===== src/rtl/barrett_pkg.sv =====
// Shared types and width helpers for the sequential Barrett reducer.
package barrett_pkg;

    typedef enum logic [2:0] {
        IDLE,
        MUL_Q,
        MUL_QN,
        SUB,
        CORR1,
        CORR2,
        DONE
    } state_t;

    function automatic int prod_w(input int w);
        return 3 * w + 1;
    endfunction

    function automatic int q_w(input int w);
        return w + 1;
    endfunction

    function automatic int kw_f(input int w);
        return $clog2(w + 1);
    endfunction

    function automatic int step_w(input int w);
        return $clog2(w + 2);
    endfunction

    function automatic int latency(input int w);
        return 2 * w + 4;
    endfunction

endpackage


===== src/rtl/shift_add_mul.sv =====
// LSB-first shift-add multiplier; the start cycle already performs the first step.
module shift_add_mul #(
    parameter int AW = 64,
    parameter int BW = 33,
    parameter int PW = 97,
    parameter int CW = 6
) (
    input  logic          clk,
    input  logic          rst,
    input  logic          start_i,
    input  logic [AW-1:0] a_i,
    input  logic [BW-1:0] b_i,
    input  logic [CW-1:0] steps_i,
    output logic          done_o,
    output logic [PW-1:0] product_o
);

    logic [PW-1:0] a_q, a_d;
    logic [PW-1:0] acc_q, acc_d;
    logic [BW-1:0] b_q, b_d;
    logic [CW-1:0] cnt_q, cnt_d;

    always_comb begin
        a_d   = a_q;
        b_d   = b_q;
        acc_d = acc_q;
        cnt_d = cnt_q;
        if (start_i) begin
            acc_d = b_i[0] ? PW'(a_i) : '0;
            a_d   = PW'(a_i) << 1;
            b_d   = b_i >> 1;
            cnt_d = steps_i - CW'(1);
        end else if (cnt_q != '0) begin
            if (b_q[0]) begin
                acc_d = acc_q + a_q;
            end
            a_d   = a_q << 1;
            b_d   = b_q >> 1;
            cnt_d = cnt_q - CW'(1);
        end
    end

    always_ff @(posedge clk or posedge rst) begin
        if (rst) begin
            a_q   <= '0;
            b_q   <= '0;
            acc_q <= '0;
            cnt_q <= '0;
        end else begin
            a_q   <= a_d;
            b_q   <= b_d;
            acc_q <= acc_d;
            cnt_q <= cnt_d;
        end
    end

    assign done_o    = (cnt_q == '0);
    assign product_o = acc_q;

endmodule


===== src/rtl/barrett_reduce_seq.sv =====
// Sequential Barrett reducer: remainder = numerator mod modulus, fixed 2W+4 cycle latency.
// Optional input range checking is enabled with `define BARRETT_RANGE_CHECK_EN.
module barrett_reduce_seq
    import barrett_pkg::*;
#(
    parameter int WIDTH = 32,
    parameter int KW    = $clog2(WIDTH + 1)
) (
    input  logic                 clk,
    input  logic                 rst,
    input  logic                 in_valid,
    output logic                 in_ready,
    input  logic [2*WIDTH-1:0]   numerator,
    input  logic [WIDTH-1:0]     modulus,
    input  logic [WIDTH:0]       constant,
    input  logic [KW-1:0]        k,
    output logic                 out_valid,
    input  logic                 out_ready,
    output logic [WIDTH-1:0]     remainder,
    output logic                 err
);

    localparam int PW = prod_w(WIDTH);
    localparam int QW = q_w(WIDTH);
    localparam int XW = 2 * WIDTH;
    localparam int RW = 2 * WIDTH + 1;
    localparam int CW = step_w(WIDTH);

    state_t               state_q, state_d;
    logic [XW-1:0]        x_q, x_d;
    logic [WIDTH-1:0]     n_q, n_d;
    logic [KW-1:0]        k_q, k_d;
    logic [RW-1:0]        r_q, r_d;
    logic                 err_q, err_d;

    logic                 mul_start;
    logic [XW-1:0]        mul_a;
    logic [WIDTH:0]       mul_b;
    logic [CW-1:0]        mul_steps;
    logic                 mul_done;
    logic [PW-1:0]        mul_prod;
    logic [QW-1:0]        q;
    logic                 range_bad;

    shift_add_mul #(
        .AW(XW),
        .BW(WIDTH + 1),
        .PW(PW),
        .CW(CW)
    ) u_mul (
        .clk      (clk),
        .rst      (rst),
        .start_i  (mul_start),
        .a_i      (mul_a),
        .b_i      (mul_b),
        .steps_i  (mul_steps),
        .done_o   (mul_done),
        .product_o(mul_prod)
    );

    assign q = QW'(mul_prod >> {k_q, 1'b0});

`ifdef BARRETT_RANGE_CHECK_EN
    assign range_bad = (modulus == '0) || (k == '0) || (k > KW'(WIDTH)) ||
                       ((numerator >> {k, 1'b0}) != '0);
`else
    assign range_bad = 1'b0;
`endif

    // The q*n product is launched on the same edge that ends x*m, so q is taken
    // straight from the finished accumulator rather than from a register.
    always_comb begin
        state_d   = state_q;
        x_d       = x_q;
        n_d       = n_q;
        k_d       = k_q;
        r_d       = r_q;
        err_d     = err_q;
        mul_start = 1'b0;
        mul_a     = numerator;
        mul_b     = constant;
        mul_steps = CW'(WIDTH + 1);
        case (state_q)
            IDLE: begin
                if (in_valid) begin
                    x_d = numerator;
                    n_d = modulus;
                    k_d = k;
                    if (range_bad) begin
                        r_d     = '0;
                        err_d   = 1'b1;
                        state_d = DONE;
                    end else begin
                        err_d     = 1'b0;
                        mul_start = 1'b1;
                        state_d   = MUL_Q;
                    end
                end
            end
            MUL_Q: begin
                mul_a     = XW'(q);
                mul_b     = {1'b0, n_q};
                mul_steps = CW'(WIDTH);
                if (mul_done) begin
                    mul_start = 1'b1;
                    state_d   = MUL_QN;
                end
            end
            MUL_QN: begin
                if (mul_done) begin
                    state_d = SUB;
                end
            end
            SUB: begin
                r_d     = RW'(x_q) - mul_prod[RW-1:0];
                state_d = CORR1;
            end
            CORR1: begin
                if (r_q >= RW'(n_q)) begin
                    r_d = r_q - RW'(n_q);
                end
                state_d = CORR2;
            end
            CORR2: begin
                if (r_q >= RW'(n_q)) begin
                    r_d = r_q - RW'(n_q);
                end
                state_d = DONE;
            end
            DONE: begin
                if (out_ready) begin
                    state_d = IDLE;
                end
            end
            default: state_d = IDLE;
        endcase
    end

    always_ff @(posedge clk or posedge rst) begin
        if (rst) begin
            state_q <= IDLE;
            x_q     <= '0;
            n_q     <= '0;
            k_q     <= '0;
            r_q     <= '0;
            err_q   <= 1'b0;
        end else begin
            state_q <= state_d;
            x_q     <= x_d;
            n_q     <= n_d;
            k_q     <= k_d;
            r_q     <= r_d;
            err_q   <= err_d;
        end
    end

    assign in_ready  = (state_q == IDLE);
    assign out_valid = (state_q == DONE);
    assign remainder = r_q[WIDTH-1:0];
    assign err       = err_q;

endmodule


===== config.mk =====
export PLATFORM = sky130hd
export DESIGN_NAME = barrett_reduce_seq
export DESIGN_NICKNAME = d
export VERILOG_FILES = /design/src/rtl/barrett_pkg.sv /design/src/rtl/shift_add_mul.sv /design/src/rtl/barrett_reduce_seq.sv
export SDC_FILE = /design/constraint.sdc
export NUM_CORES = 2
export LEC_CHECK = 0
export BUFFER_PORTS_ARGS = -buffer_cell sky130_fd_sc_hd__buf_2
export CAP_MARGIN = 25
export CORE_MARGIN = 3
export CORE_UTILIZATION = 38
export DETAILED_ROUTE_END_ITERATION = 12
export SLEW_MARGIN = 20
export SYNTH_ARGS = -nofsm -noshare
export SYNTH_HDL_FRONTEND = slang
export SYNTH_SLANG_ARGS = --single-unit

===== constraint.sdc =====
create_clock -name clk -period 19.3 [get_ports clk]
set_clock_uncertainty 0.05 [all_clocks]
set_input_delay 3.86 -clock clk [delete_from_list [all_inputs] [get_ports clk]]
set_output_delay 3.86 -clock clk [all_outputs]
set_load 0.005 [all_outputs]

## After elaboration in Yosys (flattened, before gate mapping)

Cells that the tools add are included.

- Bits in registers: 403
- Input bits: 139
- Output and inout bits: 35
- Word-level logic and storage cells: 61

- Add/subtract/negate cells: 5
- Magnitude comparators: 1
- Equality and inequality tests: 11
- Shift operators: 1
- Multiplexer cells: 23
- Reduce and logical (&&, ||, !) cells: 11

Operators by type and width:

| cell | count |
|---|---|
| 97-bit 2-to-1 mux | 5 |
| 65-bit case mux with 2 select lines | 1 |
| 64-bit 2-to-1 mux | 2 |
| 33-bit 2-to-1 mux | 3 |
| 97-bit adder | 1 |
| 97-bit by 7-bit right shift with 33-bit output | 1 |
| 65-bit by 32-bit greater-or-equal comparator with 1-bit output | 1 |
| 65-bit 2-to-1 mux | 1 |
| 64-bit by 65-bit subtractor with 65-bit output | 1 |
| 65-bit by 32-bit subtractor with 65-bit output | 1 |
| 3-bit case mux with 7 select lines | 1 |
| 3-bit 2-to-1 mux | 4 |
| 6-bit 2-to-1 mux | 2 |
| 6-bit by 1-bit subtractor with 6-bit output (second input constant) | 2 |
| 3-bit equality test (second input constant) | 3 |
| 3-bit by 2-bit equality test with 1-bit output (second input constant) | 2 |
| 6-bit logical NOT | 1 |
| 2-bit != test (second input constant) | 3 |
| 2-bit AND reduction | 3 |
| 2-bit nonzero test | 3 |
| 6-bit nonzero test | 1 |
| 2-bit by 1-bit != test with 1-bit output (second input constant) | 2 |
| 4-bit AND reduction | 1 |
| 3-bit by 1-bit equality test with 1-bit output (second input constant) | 1 |
| other kinds (4) | 6 |

## Depth between registers and ports, before layout

- Depth in word-level cells: 5
- Mapped depth: 17
- Mapped depth without buffers: 15

## Hierarchy

From an unflattened synthesis, not the netlist that was laid out.

- Cells, all modules: 4236
- Area, all modules: 34937.3 µm²

Modules (own cells, without submodules):

| module | instances | cells an instance | area each (µm²) | sequential area each (µm²) |
|---|---|---|---|---|
| barrett_reduce_seq | 1 | 2277 | 19070.8 | 4254.1 |
| shift_add_mul | 1 | 1959 | 15866.5 | 5780.5 |

## Least setup slack after synthesis

No wires, ideal clock.

- Kind: input -> register
- From: input in_valid
- To: register u_mul.cnt_q[4]
- Library setup time: 0.121 ns
- Arrival time: 5.142 ns
- Data required time: 19.129 ns
- Path slack: 13.987 ns
- Cell stages on the path: 8
- Buffers on the path: 2
- Cells stage by stage: nand2_1 > clkbuf_1 > clkbuf_1 > nand2_1 > ha_1 > nand2_1 > o21ai_0 > a22o_1

- Cells in the longest elaborated chain, start to end: 3
- Elaborated cells on any way between the ends: 4
- Classes of those cells: mux (3); reduce/logical (1)

Ends and longest elaborated chain:

| item | RTL line | source |
|---|---|---|
| start: declaration | barrett_reduce_seq.sv:11 | `input logic in_valid,` |
| 1-bit 2-to-1 mux (*) | barrett_reduce_seq.sv:85 | `if (in_valid) begin` |
| 1-bit case mux with 2 select lines (*) | barrett_reduce_seq.sv:83 | `case (state_q)` |
| 6-bit 2-to-1 mux / 2-bit nonzero test (equally long branches) | n/a |  |
| end signal: assignment | shift_add_mul.sv:53 | `cnt_q <= cnt_d;` |
| end: declaration | shift_add_mul.sv:21 | `logic [CW-1:0] cnt_q, cnt_d;` |

Mark *: on every way between the ends. The rest lies on a longest branch, timed or not.
A chain may end at the register's enable or synchronous reset.

## Worst setup path in the final report

- From: input in_valid
- To: register u_mul.acc_q[59] (netlist: u_mul.product_o[59])

- Cells in the longest elaborated chain, start to end: 4
- Elaborated cells on any way between the ends: 6
- Classes of those cells: mux (3); reduce/logical (3)

Ends and longest elaborated chain:

| item | RTL line | source |
|---|---|---|
| 1-bit 2-to-1 mux (*) | barrett_reduce_seq.sv:85 |  |
| 1-bit case mux with 2 select lines (*) | barrett_reduce_seq.sv:83 |  |
| 2-bit nonzero test (no source line) | n/a |  |
| 2-bit AND reduction (no source line) | n/a |  |
| end signal: assignment | shift_add_mul.sv:47 | `acc_q <= '0;` |
| end signal: assignment | shift_add_mul.sv:52 | `acc_q <= acc_d;` |
| end: declaration | shift_add_mul.sv:19 | `logic [PW-1:0] acc_q, acc_d;` |

Marked as above.

==> results by group <==
Worst setup path
  – RR Endpoint: r_q[61]$_DFFE_PP0P_
  – FF-to-FF Start: u_mul.product_o[22]$_DFFE_PP0P_
  – Reg2Reg Setup Slack: 14.29 ns
  – Reg2Reg Depth: 14
  – Crit path max fanout: 50
  – CP Class: in2reg
  – Setup crit start kind: input pin
  – Req. time, crit path: 19.76 ns
  – Crit path launch: in_valid
  – Crit. End Element: flip-flop
  – Critical path arrival: 6.40 ns

Timing
  – Final Max Tran Viols: 0
  – Fin. Hold Viols: 0
  – Period utilization: 30.8%
  – RSZ-0062 raised after global routing: no
  – Sum of negative setup slack: 0 ns
  – Fmax: 168 MHz
  – Count of final setup violators: 0
  – Worst-Margin Slew: 1.08 ns
  – Rel. slew slack: 26.0%
  – Fin crit period: 5.94 ns
  – Worst hold slack: 0.431 ns

Yosys
  – Syn_nets: 4446
  – Count of cell types in the netlist: 82
  – Main synth FF type: dfrtp_1
  – Syn avg cell area: 8.16 um^2
  – Synth Register Bits: 401
  – YS warnings: 0
  – Post-synthesis sequential area ratio: 29.9%
  – Async set-reset flop share out of synthesis: 100%
  – EDFF count, synth: 0
  – Synthesized area: 0.0336 mm^2
  – Post-Syn Instances: 4112

Detailed routing
  – DRT iter0 DRCs: 3179
  – Metal-1 WL: 53.5 mm
  – Drt drc: 0
  – TritonRoute pass-1 iters: 6
  – Via count: 31743
  – Final ANT Viol Nets: 0
  – Metal2 WL: 53.7 mm
  – Vias per cell: 6.04
  – Avg WL per Cell: 23.0 um
  – Met3 WL: 9.09 mm
  – Max layer used: met5
  – Routed WL: 121 mm

Clock tree
  – CTS buffer count: 48
  – H-tree depth: 2
  – Clock sinks: 401
  – CTS max path bufs: 3
  – CTS tree: done
  – Post-CTS sizing: 0
  – CTS Hold Bufs: 0
  – Post CTS Setup Buffer Count: 0
  – Clock Tree Root: clkbuf_16
  – Clock insertion delay at the later pin of the skew report: 0.64 ns
  – CTS clock-pin slew for the worst setup and hold paths: 0.06 ns

Layout
  – Area Growth Syn to Fin: 9.33%
  – Fill cells: 8766
  – Share of post-route cells with drive strength above 1: 11.0%
  – Final nets: 4395
  – Register area: 0.0100 mm^2
  – Multi-input gate area: 0.0217 mm^2

Worst hold path
  – Sink of the worst hold path: x_q[14]$_DFFE_PP0P_
  – Hold Crit Class: reg2reg
  – Hold path start: x_q[14]$_DFFE_PP0P_
  – Worst hold stages: 2

Global route
  – Vias in the first global route: 29661
  – Global-route wire length before repair: 183 mm
  – GRT overflow: 0
  – Total GRT Usage: 25.5%
  – Initial antenna violation count: 3
  – Pin count of the biggest net entering global routing: 88

Floorplanning
  – DIE WIDTH: 303 um
  – Core Region: 0.0872 mm^2
  – FP Rows: 108
  – Die area: 0.0919 mm^2
  – Starting Density: 38.5%
  – Die Ht: 303 um
  – IO Pins: 174

Placed design
  – HPWL Detailed: 92.3 mm
  – Port buffer count: 172
  – Routability cong.: 0.988

Run status
  – Status: finished, final reports clean

Flow run
  – Number of max-cap violations: 0
worst max-delay path by stage:
| stage | end | slack, ns | cells after the start |
|---|---|---|---|
| 6_report | u_mul.product_o[59]$_DFFE_PP0P_ | 13.36 | 8 |
| 5_1_grt | u_mul.product_o[50]$_DFFE_PP0P_ | 13.22 | 8 |
| 4_1_cts | in_ready | 13.47 | 2 |
| 3_5_place_dp | u_mul.cnt_q[4]$_DFFE_PP0P_ | 12.82 | 10 |
| 3_3_place_gp | u_mul.cnt_q[4]$_DFFE_PP0P_ | 12.81 | 10 |
| 2_1_floorplan | k_q[0]$_DFFE_PP0P_ | 4.24 | 1 |
synth_stat cells (all sizes together), types with 6 or more instances:
cell type | instances | area, um^2
a211o | 7 | 61.3
a211oi | 24 | 180
a21boi | 13 | 97.6
a21o | 113 | 848
a21oi | 476 | 2380
a221oi | 23 | 201
a22o | 36 | 315
a22oi | 28 | 210
a31o | 6 | 52.6
a31oi | 29 | 181
a41oi | 6 | 52.6
and2 | 16 | 100
and3 | 73 | 457
buf | 74 | 432
clkbuf | 239 | 897
dfrtp | 401 | 10000
ha | 192 | 2400
inv | 161 | 604
mux2i | 88 | 881
mux4 | 110 | 2480
nand2 | 627 | 2350
nand2b | 23 | 144
nand3 | 59 | 295
nand4 | 51 | 319
nor2 | 245 | 920
nor2b | 26 | 163
nor3 | 58 | 307
nor4 | 20 | 140
o211ai | 21 | 158
o21a | 37 | 278
o21ai | 360 | 1800
o21bai | 37 | 278
o221ai | 20 | 175
o22ai | 66 | 413
o31ai | 19 | 143
or3 | 56 | 350
or4 | 9 | 75.1
xnor2 | 102 | 893
xor2 | 73 | 639
per-stage QoR:
step           util (%)  instance area, um^2  worst slack, ns  cells
6_report           42.1                36700            13.36   5255
5_1_grt            42.1                36700            13.22   5253
4_1_cts            42.0                36600            13.47   5251
3_5_place_dp       40.1                34900            12.82   5164
3_3_place_gp       40.1                34900            12.81   5164
2_1_floorplan         -                33600             4.24   4112
cell usage in the layout, fill, tap and decap left out, types with 72 or more instances in the layout:
master   synthesis  final
nor2_1         245    243
xor2_1          73     73
xnor2_1        102    102
mux2i_1         88     88
a21oi_1        476    474
o21ai_0        358    358
buf_2           12    172
mux4_2         110    110
and3_1          73     72
nand2_1        627    623
inv_1          160    159
ha_1           192    192
a21o_1         113    113
dfrtp_1        401    397
logic make-up after synthesis:
| kind of cell | after synthesis | share of synthesized area (%) |
|---|---|---|
| AOI/OAI and AO/OA | 1381 | 25.0 |
| adders and majority gates | 195 | 7.34 |
| xor gates and xnor gates | 175 | 4.57 |
| and+or+nand+nor | 1282 | 17.2 |
| buffers and inverters | 474 | 5.76 |
| DFF | 401 | 29.9 |
| other | 1 | 0.0112 |
| muxes | 203 | 10.2 |
metal layers:
layer  up-vias  global-route usage (%)
li1      14838                       -
met2      1230                    40.2
met1     15474                    36.1
met4         2                    8.29
met3       199                    3.65
met5         -                       0
sequential cells by signal, summed over array words and instances, names as in the netlist:
register,count
n_q,32
r_q,65
state_q,3
k_q,6
u_mul.a_q,96
x_q,64
u_mul.b_q,32
u_mul.product_o,97
u_mul.cnt_q,6
final cells by class:
| class | count | area share [%] |
|---|---|---|
| Multi-Input combinational cell | 3237 | 59.1 |
| Sequential cell | 401 | 27.4 |
| Tap cell | 1155 | 3.94 |
| Clock buffer | 68 | 3.78 |
| Timing Repair Buffer | 212 | 3.21 |
| Inverter | 161 | 1.67 |
| Clock inverter | 19 | 0.914 |
| Antenna cell | 2 | 0.0136 |
critical path, cell delays in order:
cell and delay, ns:
buf_2 0.12, nand2_4 0.37, nand2_4 0.37, a21oi_4 0.21, buf_4 0.45, buf_4 0.57, a221oi_1 0.13, a21oi_1 0.17
Power is left out: the tool's default activity adds up to more than one toggle a clock period on the data nets, which glitch-free logic cannot reach.
